[config.mk]
export PLATFORM = sky130hd
export DESIGN_NAME = irda_mir_rx_ctrl
export DESIGN_NICKNAME = d
export VERILOG_FILES = /design/src/rtl/irda_mir_pkg.sv /design/src/rtl/irda_mir_rx_destuff.sv /design/src/rtl/irda_mir_rx_ctrl.sv
export SDC_FILE = /design/constraint.sdc
export NUM_CORES = 1
export LEC_CHECK = 0
export BUFFER_PORTS_ARGS = -buffer_cell sky130_fd_sc_hd__buf_2
export CORE_MARGIN = 5
export CORE_UTILIZATION = 30
export DETAILED_ROUTE_END_ITERATION = 8
export SYNTH_ARGS = -nofsm -noshare
export SYNTH_HDL_FRONTEND = slang
export SYNTH_SLANG_ARGS = --single-unit
[constraint.sdc]
create_clock -name clk -period 5.3 [get_ports clk]
set_clock_uncertainty 0.05 [all_clocks]
set_input_delay 1.06 -clock clk [delete_from_list [all_inputs] [get_ports clk]]
set_output_delay 1.06 -clock clk [all_outputs]
set_load 0.03 [all_outputs]
[src/rtl/irda_mir_pkg.sv]
// Shared types and constants for the MIR receive path.
package irda_mir_pkg;

   typedef enum logic [1:0] {
      ST_IDLE = 2'd0,
      ST_HUNT = 2'd1,
      ST_FLAG = 2'd2,
      ST_DATA = 2'd3
   } mir_state_e;

   localparam logic [7:0]  MIR_FLAG           = 8'h7E;
   localparam int unsigned MIR_STUFF_ONES     = 5;
   localparam int unsigned MIR_FLAG_TAIL_BITS = 6;

   localparam int unsigned ONES_W   = 3;
   localparam int unsigned BITCNT_W = 3;

   // One-clk event strobes produced by the frame controller.
   typedef struct packed {
      logic sof;
      logic dv;
      logic eof;
      logic err;
      logic abort;
   } mir_evt_t;

   // Saturating increment of the raw ones run length.
   function automatic logic [ONES_W-1:0] ones_sat_inc(input logic [ONES_W-1:0] ones);
      return (ones == '1) ? ones : ones + ONES_W'(1);
   endfunction

endpackage

[src/rtl/irda_mir_rx_destuff.sv]
// MIR raw-bit front end: flag detection, zero destuffing and LSB-first byte assembly.
// The raw window is the incoming bit plus the 7 stored history bits.
module irda_mir_rx_destuff
   import irda_mir_pkg::*;
(
   input  logic                clk,
   input  logic                wb_rst_i,
   input  logic                bit_en,
   input  logic                rx,
   output logic                flag_det_c,
   output logic                byte_done_c,
   output logic [7:0]          byte_c,
   output logic [BITCNT_W-1:0] bitcnt
);

   logic [6:0]          raw_q;
   logic [7:0]          raw_shift;
   logic [6:0]          byte_q;
   logic [7:0]          byte_shift;
   logic [ONES_W-1:0]   ones_q;
   logic [BITCNT_W-1:0] bitcnt_q;
   logic                drop;
   logic                skip;
   logic                append;

   assign raw_shift  = {rx, raw_q};
   assign byte_shift = {rx, byte_q};

   // A flag always wins over stuffing decisions for the same bit.
   assign flag_det_c  = bit_en & (raw_shift == MIR_FLAG);
   assign drop        = ~rx & (ones_q == ONES_W'(MIR_STUFF_ONES));
   assign skip        =  rx & (ones_q >= ONES_W'(MIR_STUFF_ONES));
   assign append      = bit_en & ~flag_det_c & ~drop & ~skip;
   assign byte_done_c = append & (bitcnt_q == '1);
   assign byte_c      = byte_shift;
   assign bitcnt      = bitcnt_q;

   // Raw history, ones run length and byte assembly, advanced once per valid bit.
   always_ff @(posedge clk or posedge wb_rst_i) begin
      if (wb_rst_i) begin
         raw_q    <= '0;
         byte_q   <= '0;
         ones_q   <= '0;
         bitcnt_q <= '0;
      end else if (bit_en) begin
         if (flag_det_c) begin
            raw_q    <= '0;
            ones_q   <= '0;
            bitcnt_q <= '0;
         end else begin
            raw_q  <= raw_shift[7:1];
            ones_q <= rx ? ones_sat_inc(ones_q) : '0;
            if (append) begin
               byte_q   <= byte_shift[7:1];
               bitcnt_q <= bitcnt_q + BITCNT_W'(1);
            end
         end
      end
   end

endmodule

[src/rtl/irda_mir_rx_ctrl.sv]
// MIR receive-frame controller: flag hunt, frame sequencing, length check and event strobes.
// Optional statistics counters are built when IRDA_MIR_RX_STATS_EN is defined.
module irda_mir_rx_ctrl
   import irda_mir_pkg::*;
#(
   parameter int unsigned MAX_LEN = 2048,
   parameter int unsigned LEN_W   = 12,
   parameter int unsigned CNT_W   = 16
) (
   input  logic             clk,
   input  logic             wb_rst_i,
   input  logic             mir_rxbit_enable,
   input  logic             rx_i,
   input  logic             brd_i,
   input  logic             rx_en_i,
   output logic [7:0]       data_o,
   output logic             data_valid_o,
   output logic             sof_o,
   output logic             eof_o,
   output logic             err_o,
   output logic             abort_o,
   output logic             busy_o,
   output logic [CNT_W-1:0] frame_cnt_o,
   output logic [CNT_W-1:0] abort_cnt_o
);

   mir_state_e          state_q;
   mir_state_e          state_nxt;
   mir_evt_t            evt_nxt;
   logic                load_data;
   logic                brd_q;
   logic                brk_rise;
   logic                flag_det_c;
   logic                byte_done_c;
   logic [7:0]          byte_c;
   logic [BITCNT_W-1:0] bitcnt;
   logic [LEN_W-1:0]    byte_cnt_q;
   logic                over_len;
   logic                tail_ok;

   irda_mir_rx_destuff u_destuff (
      .clk         (clk),
      .wb_rst_i    (wb_rst_i),
      .bit_en      (mir_rxbit_enable),
      .rx          (rx_i),
      .flag_det_c  (flag_det_c),
      .byte_done_c (byte_done_c),
      .byte_c      (byte_c),
      .bitcnt      (bitcnt)
   );

   assign brk_rise = brd_i & ~brd_q;
   assign over_len = (byte_cnt_q == LEN_W'(MAX_LEN));
   // An aligned closing flag leaves exactly its leading zero plus five ones in the assembler.
   assign tail_ok  = (bitcnt == BITCNT_W'(MIR_FLAG_TAIL_BITS));

   // State register and break edge detector.
   always_ff @(posedge clk or posedge wb_rst_i) begin
      if (wb_rst_i) begin
         state_q <= ST_IDLE;
         brd_q   <= 1'b0;
      end else begin
         state_q <= state_nxt;
         brd_q   <= brd_i;
      end
   end

   // Next-state: disable overrides everything, then break, flag, overlength, byte.
   always_comb begin
      state_nxt = state_q;
      case (state_q)
         ST_IDLE: if (rx_en_i) state_nxt = ST_HUNT;
         ST_HUNT: if (flag_det_c) state_nxt = ST_FLAG;
         ST_FLAG: begin
            if (brk_rise)         state_nxt = ST_HUNT;
            else if (byte_done_c) state_nxt = ST_DATA;
         end
         ST_DATA: begin
            if (brk_rise)                    state_nxt = ST_HUNT;
            else if (flag_det_c)             state_nxt = ST_FLAG;
            else if (byte_done_c && over_len) state_nxt = ST_HUNT;
         end
         default: state_nxt = ST_IDLE;
      endcase
      if (!rx_en_i) state_nxt = ST_IDLE;
   end

   // Output decode: event strobes to be registered on this clock.
   always_comb begin
      evt_nxt   = '0;
      load_data = 1'b0;
      if (!rx_en_i) begin
         evt_nxt.abort = (state_q == ST_DATA);
      end else if (brk_rise) begin
         evt_nxt.abort = (state_q == ST_DATA);
      end else begin
         case (state_q)
            ST_FLAG: begin
               if (byte_done_c) begin
                  evt_nxt.sof = 1'b1;
                  evt_nxt.dv  = 1'b1;
                  load_data   = 1'b1;
               end
            end
            ST_DATA: begin
               if (flag_det_c) begin
                  evt_nxt.eof = 1'b1;
                  evt_nxt.err = ~tail_ok;
               end else if (byte_done_c) begin
                  if (over_len) begin
                     evt_nxt.abort = 1'b1;
                     evt_nxt.err   = 1'b1;
                  end else begin
                     evt_nxt.dv = 1'b1;
                     load_data  = 1'b1;
                  end
               end
            end
            default: ;
         endcase
      end
   end

   // Registered outputs and frame byte counter.
   always_ff @(posedge clk or posedge wb_rst_i) begin
      if (wb_rst_i) begin
         data_o       <= 8'h00;
         data_valid_o <= 1'b0;
         sof_o        <= 1'b0;
         eof_o        <= 1'b0;
         err_o        <= 1'b0;
         abort_o      <= 1'b0;
         busy_o       <= 1'b0;
         byte_cnt_q   <= '0;
      end else begin
         data_valid_o <= evt_nxt.dv;
         sof_o        <= evt_nxt.sof;
         eof_o        <= evt_nxt.eof;
         err_o        <= evt_nxt.err;
         abort_o      <= evt_nxt.abort;
         busy_o       <= (state_nxt == ST_DATA);
         if (load_data) data_o <= byte_c;
         if (evt_nxt.sof)     byte_cnt_q <= LEN_W'(1);
         else if (evt_nxt.dv) byte_cnt_q <= byte_cnt_q + LEN_W'(1);
      end
   end

`ifdef IRDA_MIR_RX_STATS_EN
   logic [CNT_W-1:0] frame_cnt_q;
   logic [CNT_W-1:0] abort_cnt_q;

   // Saturating good-frame and aborted/errored-frame counters.
   always_ff @(posedge clk or posedge wb_rst_i) begin
      if (wb_rst_i) begin
         frame_cnt_q <= '0;
         abort_cnt_q <= '0;
      end else begin
         if (eof_o && !err_o && (frame_cnt_q != '1))
            frame_cnt_q <= frame_cnt_q + CNT_W'(1);
         if ((abort_o || (eof_o && err_o)) && (abort_cnt_q != '1))
            abort_cnt_q <= abort_cnt_q + CNT_W'(1);
      end
   end

   assign frame_cnt_o = frame_cnt_q;
   assign abort_cnt_o = abort_cnt_q;
`else
   assign frame_cnt_o = '0;
   assign abort_cnt_o = '0;
`endif

endmodule
==> impl_metrics.json <==
{
  "status": "finished clean",
  "grt_usage": 0.09249,
  "drtIter0Drc": 135,
  "grt_overflow": 0,
  "hold_buffers": 0,
  "num_rows": 33,
  "gp_congestion": 0.7622,
  "critical_path_class": "in -> reg",
  "combPwrFrac": 0.137,
  "tightestPinTransition_ns": 1.019,
  "dpl.hpwl_um": 3310,
  "worst_setup_path_start_kind": "primary input",
  "startpoint": "rx_i",
  "crit_path_max_fanout": 13,
  "cts_buffers": 5,
  "grt_start_max_net_pins": 50,
  "cellPowerDensity_mw_per_mm2": 289.7,
  "setup_viol": 0,
  "synthesis.area_sq_mm": 0.002546,
  "worstHoldStart": "u_destuff.byte_q[0]",
  "grt_antenna_before_repair": 0,
  "die_h_um": 102.1,
  "ys_seq_area_frac": 0.4816,
  "final_nets": 265,
  "avgViaCountPerCell": 4.513,
  "fill_cells": 833,
  "hold_class": "reg -> reg",
  "whs_ns": 0.4681,
  "cp_data_arrival_time_ns": 3.03,
  "slew_violations": 0,
  "p_sw_uw": 233.7,
  "syn-instance-count": 232,
  "p_clk_frac": 0.297,
  "ioPinCount": 52,
  "cts_buffer_depth": 2,
  "r2r-start": "u_destuff.ones_q[0]",
  "dp_slack_ns": 2.088,
  "h-tree-depth": 2,
  "cts_setup_buffers": 0,
  "synth.distinct_cells": 47,
  "cts_tree": "done",
  "dieWidth_um": 102.1,
  "final_cell_area_sq_mm": 0.002701,
  "placed_cell_area_sq_mm": 0.002608,
  "endpoint_kind": "register",
  "power_uw": 782.5,
  "rsz0062_at_grt": "false",
  "routed_wl_um": 4588,
  "final-seq-area_sq_mm": 0.001226,
  "first_global_vias": 1614,
  "min_period_ns": 2.881,
  "grt_pass1_wl_um": 7700,
  "switching_share": 0.2987,
  "cp.required_ns": 5.45,
  "diodes": 0,
  "ys_seq_elements": 49,
  "p_leak_nw": 1.314,
  "drv_cap": 0,
  "core_area_sq_mm": 0.008258,
  "avgSynthCellArea_sq_um": 10.97,
  "num_vias": 1611,
  "ir_worst_vdd_mv": 0.1778,
  "relSlewSlack": 0.3194,
  "firstDrtPassIters": 5,
  "cts_resized": 0,
  "final_cell_mix": "dfrtp_1, conb_1, buf_2",
  "portBuffers": 19,
  "cts.reportedPaths.clkPinSlew_ns": 0.10,
  "drive_gt1_frac": 0.2024,
  "avgRoutedWirePerCell_um": 12.85,
  "fin_crit_sh": 0.5435,
  "multiInputGateArea_sq_mm": 0.001114,
  "hold_viol": 0,
  "clk_latency_ns": 0.31,
  "start_util": 0.3083,
  "ys_warn_count": 0,
  "dieArea_sq_mm": 0.01043,
  "power_frac_seq": 0.566,
  "drc": 0,
  "syn2layout_area_growth_pct": 6.093,
  "p_int_uw": 548.8,
  "final_common_cell": "dfrtp_1",
  "setup_slack_ns": 2.419,
  "cts_sinks": 49,
  "tns_ns": 0,
  "max_freq_ghz": 0.3471,
  "cts_root_buf": "clkbuf_8",
  "ant_nets": 0
}
## power by group through the flow
stage | Sequential [mW] | Combinational, mW | Clock (mW)
floorplan | 0.442 | 0.112 | 0
global placement | 0.449 | 0.104 | 0
detailed placement | 0.451 | 0.108 | 0
CTS | 0.444 | 0.108 | 0.243
global route | 0.449 | 0.121 | 0.260
finish | 0.443 | 0.107 | 0.232
## critical path, cell delays in order
cell and delay [ns]:
buf_2 0.15, o211ai_1 0.11, nand4_1 0.48, nor4_4 0.54, nand2_2 0.30, mux2_1 0.39
## final timing paths
path	end	slack, ns	cells after the start
worst max register to register	data_o[7]	2.71	6
worst max-delay path	data_o[7]	2.42	6
max in group asynchronous	byte_cnt_q[11]	3.62	2
min in group asynchronous	byte_cnt_q[7]	0.94	2
worst min-delay path	data_o[0]	0.47	1
worst min register to register	data_o[0]	0.47	1
## routing by layer
layer | wire length, um | track usage | vias to the layer above
li1 | - | - | 783
met1 | 2156 | 0.1273 | 779
met2 | 2085 | 0.1419 | 43
met3 | 287 | 0.02662 | 6
met4 | 59 | 0.02725 | 0
met5 | 0 | 0 | -
## Yosys cell counts, drive strengths merged
master,number,area share
xnor2,8,0.028
clkinv,1,0.0015
a41o,1,0.0039
nor3,2,0.0039
nor2,13,0.020
conb,1,0.0015
inv,8,0.012
o21a,1,0.0029
nand4,4,0.0098
nor4bb,1,0.0039
a32o,2,0.0079
and4,2,0.0079
a21o,2,0.0059
a22o,8,0.028
ha,8,0.039
o211ai,1,0.0029
xor2,1,0.0034
or4,1,0.0029
and3,5,0.012
nor4b,2,0.0069
or3,1,0.0025
nor4,9,0.028
and2,2,0.0049
o21ai,9,0.018
a31o,1,0.0034
dfrtp,49,0.48
nand3,6,0.012
a31oi,1,0.0025
nor2b,1,0.0025
nand3b,1,0.0029
a21oi,3,0.0059
mux2,16,0.081
a21bo,1,0.0039
nand2,20,0.031
buf,38,0.11
clkbuf,1,0.0015
nand2b,1,0.0025
## state kept, by name, summed over array words and instances (netlist names)
name and cells:
busy_o 1, u_destuff.raw_q 7, data_o 8, eof_o 1
byte_cnt_q 12, state_q 2, brd_q 1, u_destuff.bitcnt 3
data_valid_o 1, sof_o 1, u_destuff.ones_q 3, u_destuff.byte_q 7
err_o 1, abort_o 1
## layout make-up
cell class,instances,area share
sequential,49,0.4539
multi-input combinational,166,0.4122
tap,105,0.04863
timing repair buffer,20,0.03798
clock buffer,5,0.02547
inverter,9,0.01251
clock inverter,3,0.009264
## cells by family (layout without fill, tap and decap cells)
logic type      Yosys count  after routing  share of synthesized area
compound gates           30             30                    0.08452
xor+xnor                  9              9                    0.03096
fa+ha+maj                 8              8                    0.03931
buf+inv                  48             37                     0.1268
flops                    49             49                     0.4816
mux                      16             16                    0.08108
other cells               1             32                   0.001473
simple gates             71             71                     0.1543
## metrics by stage
step                      cells    util
after floorplan             263       -
after global routing        357  0.3271
after global placement      349  0.3158
after detailed placement    349  0.3158
after CTS                   357  0.3271
final                       357  0.3271
Power figures use the tool's default switching activity.
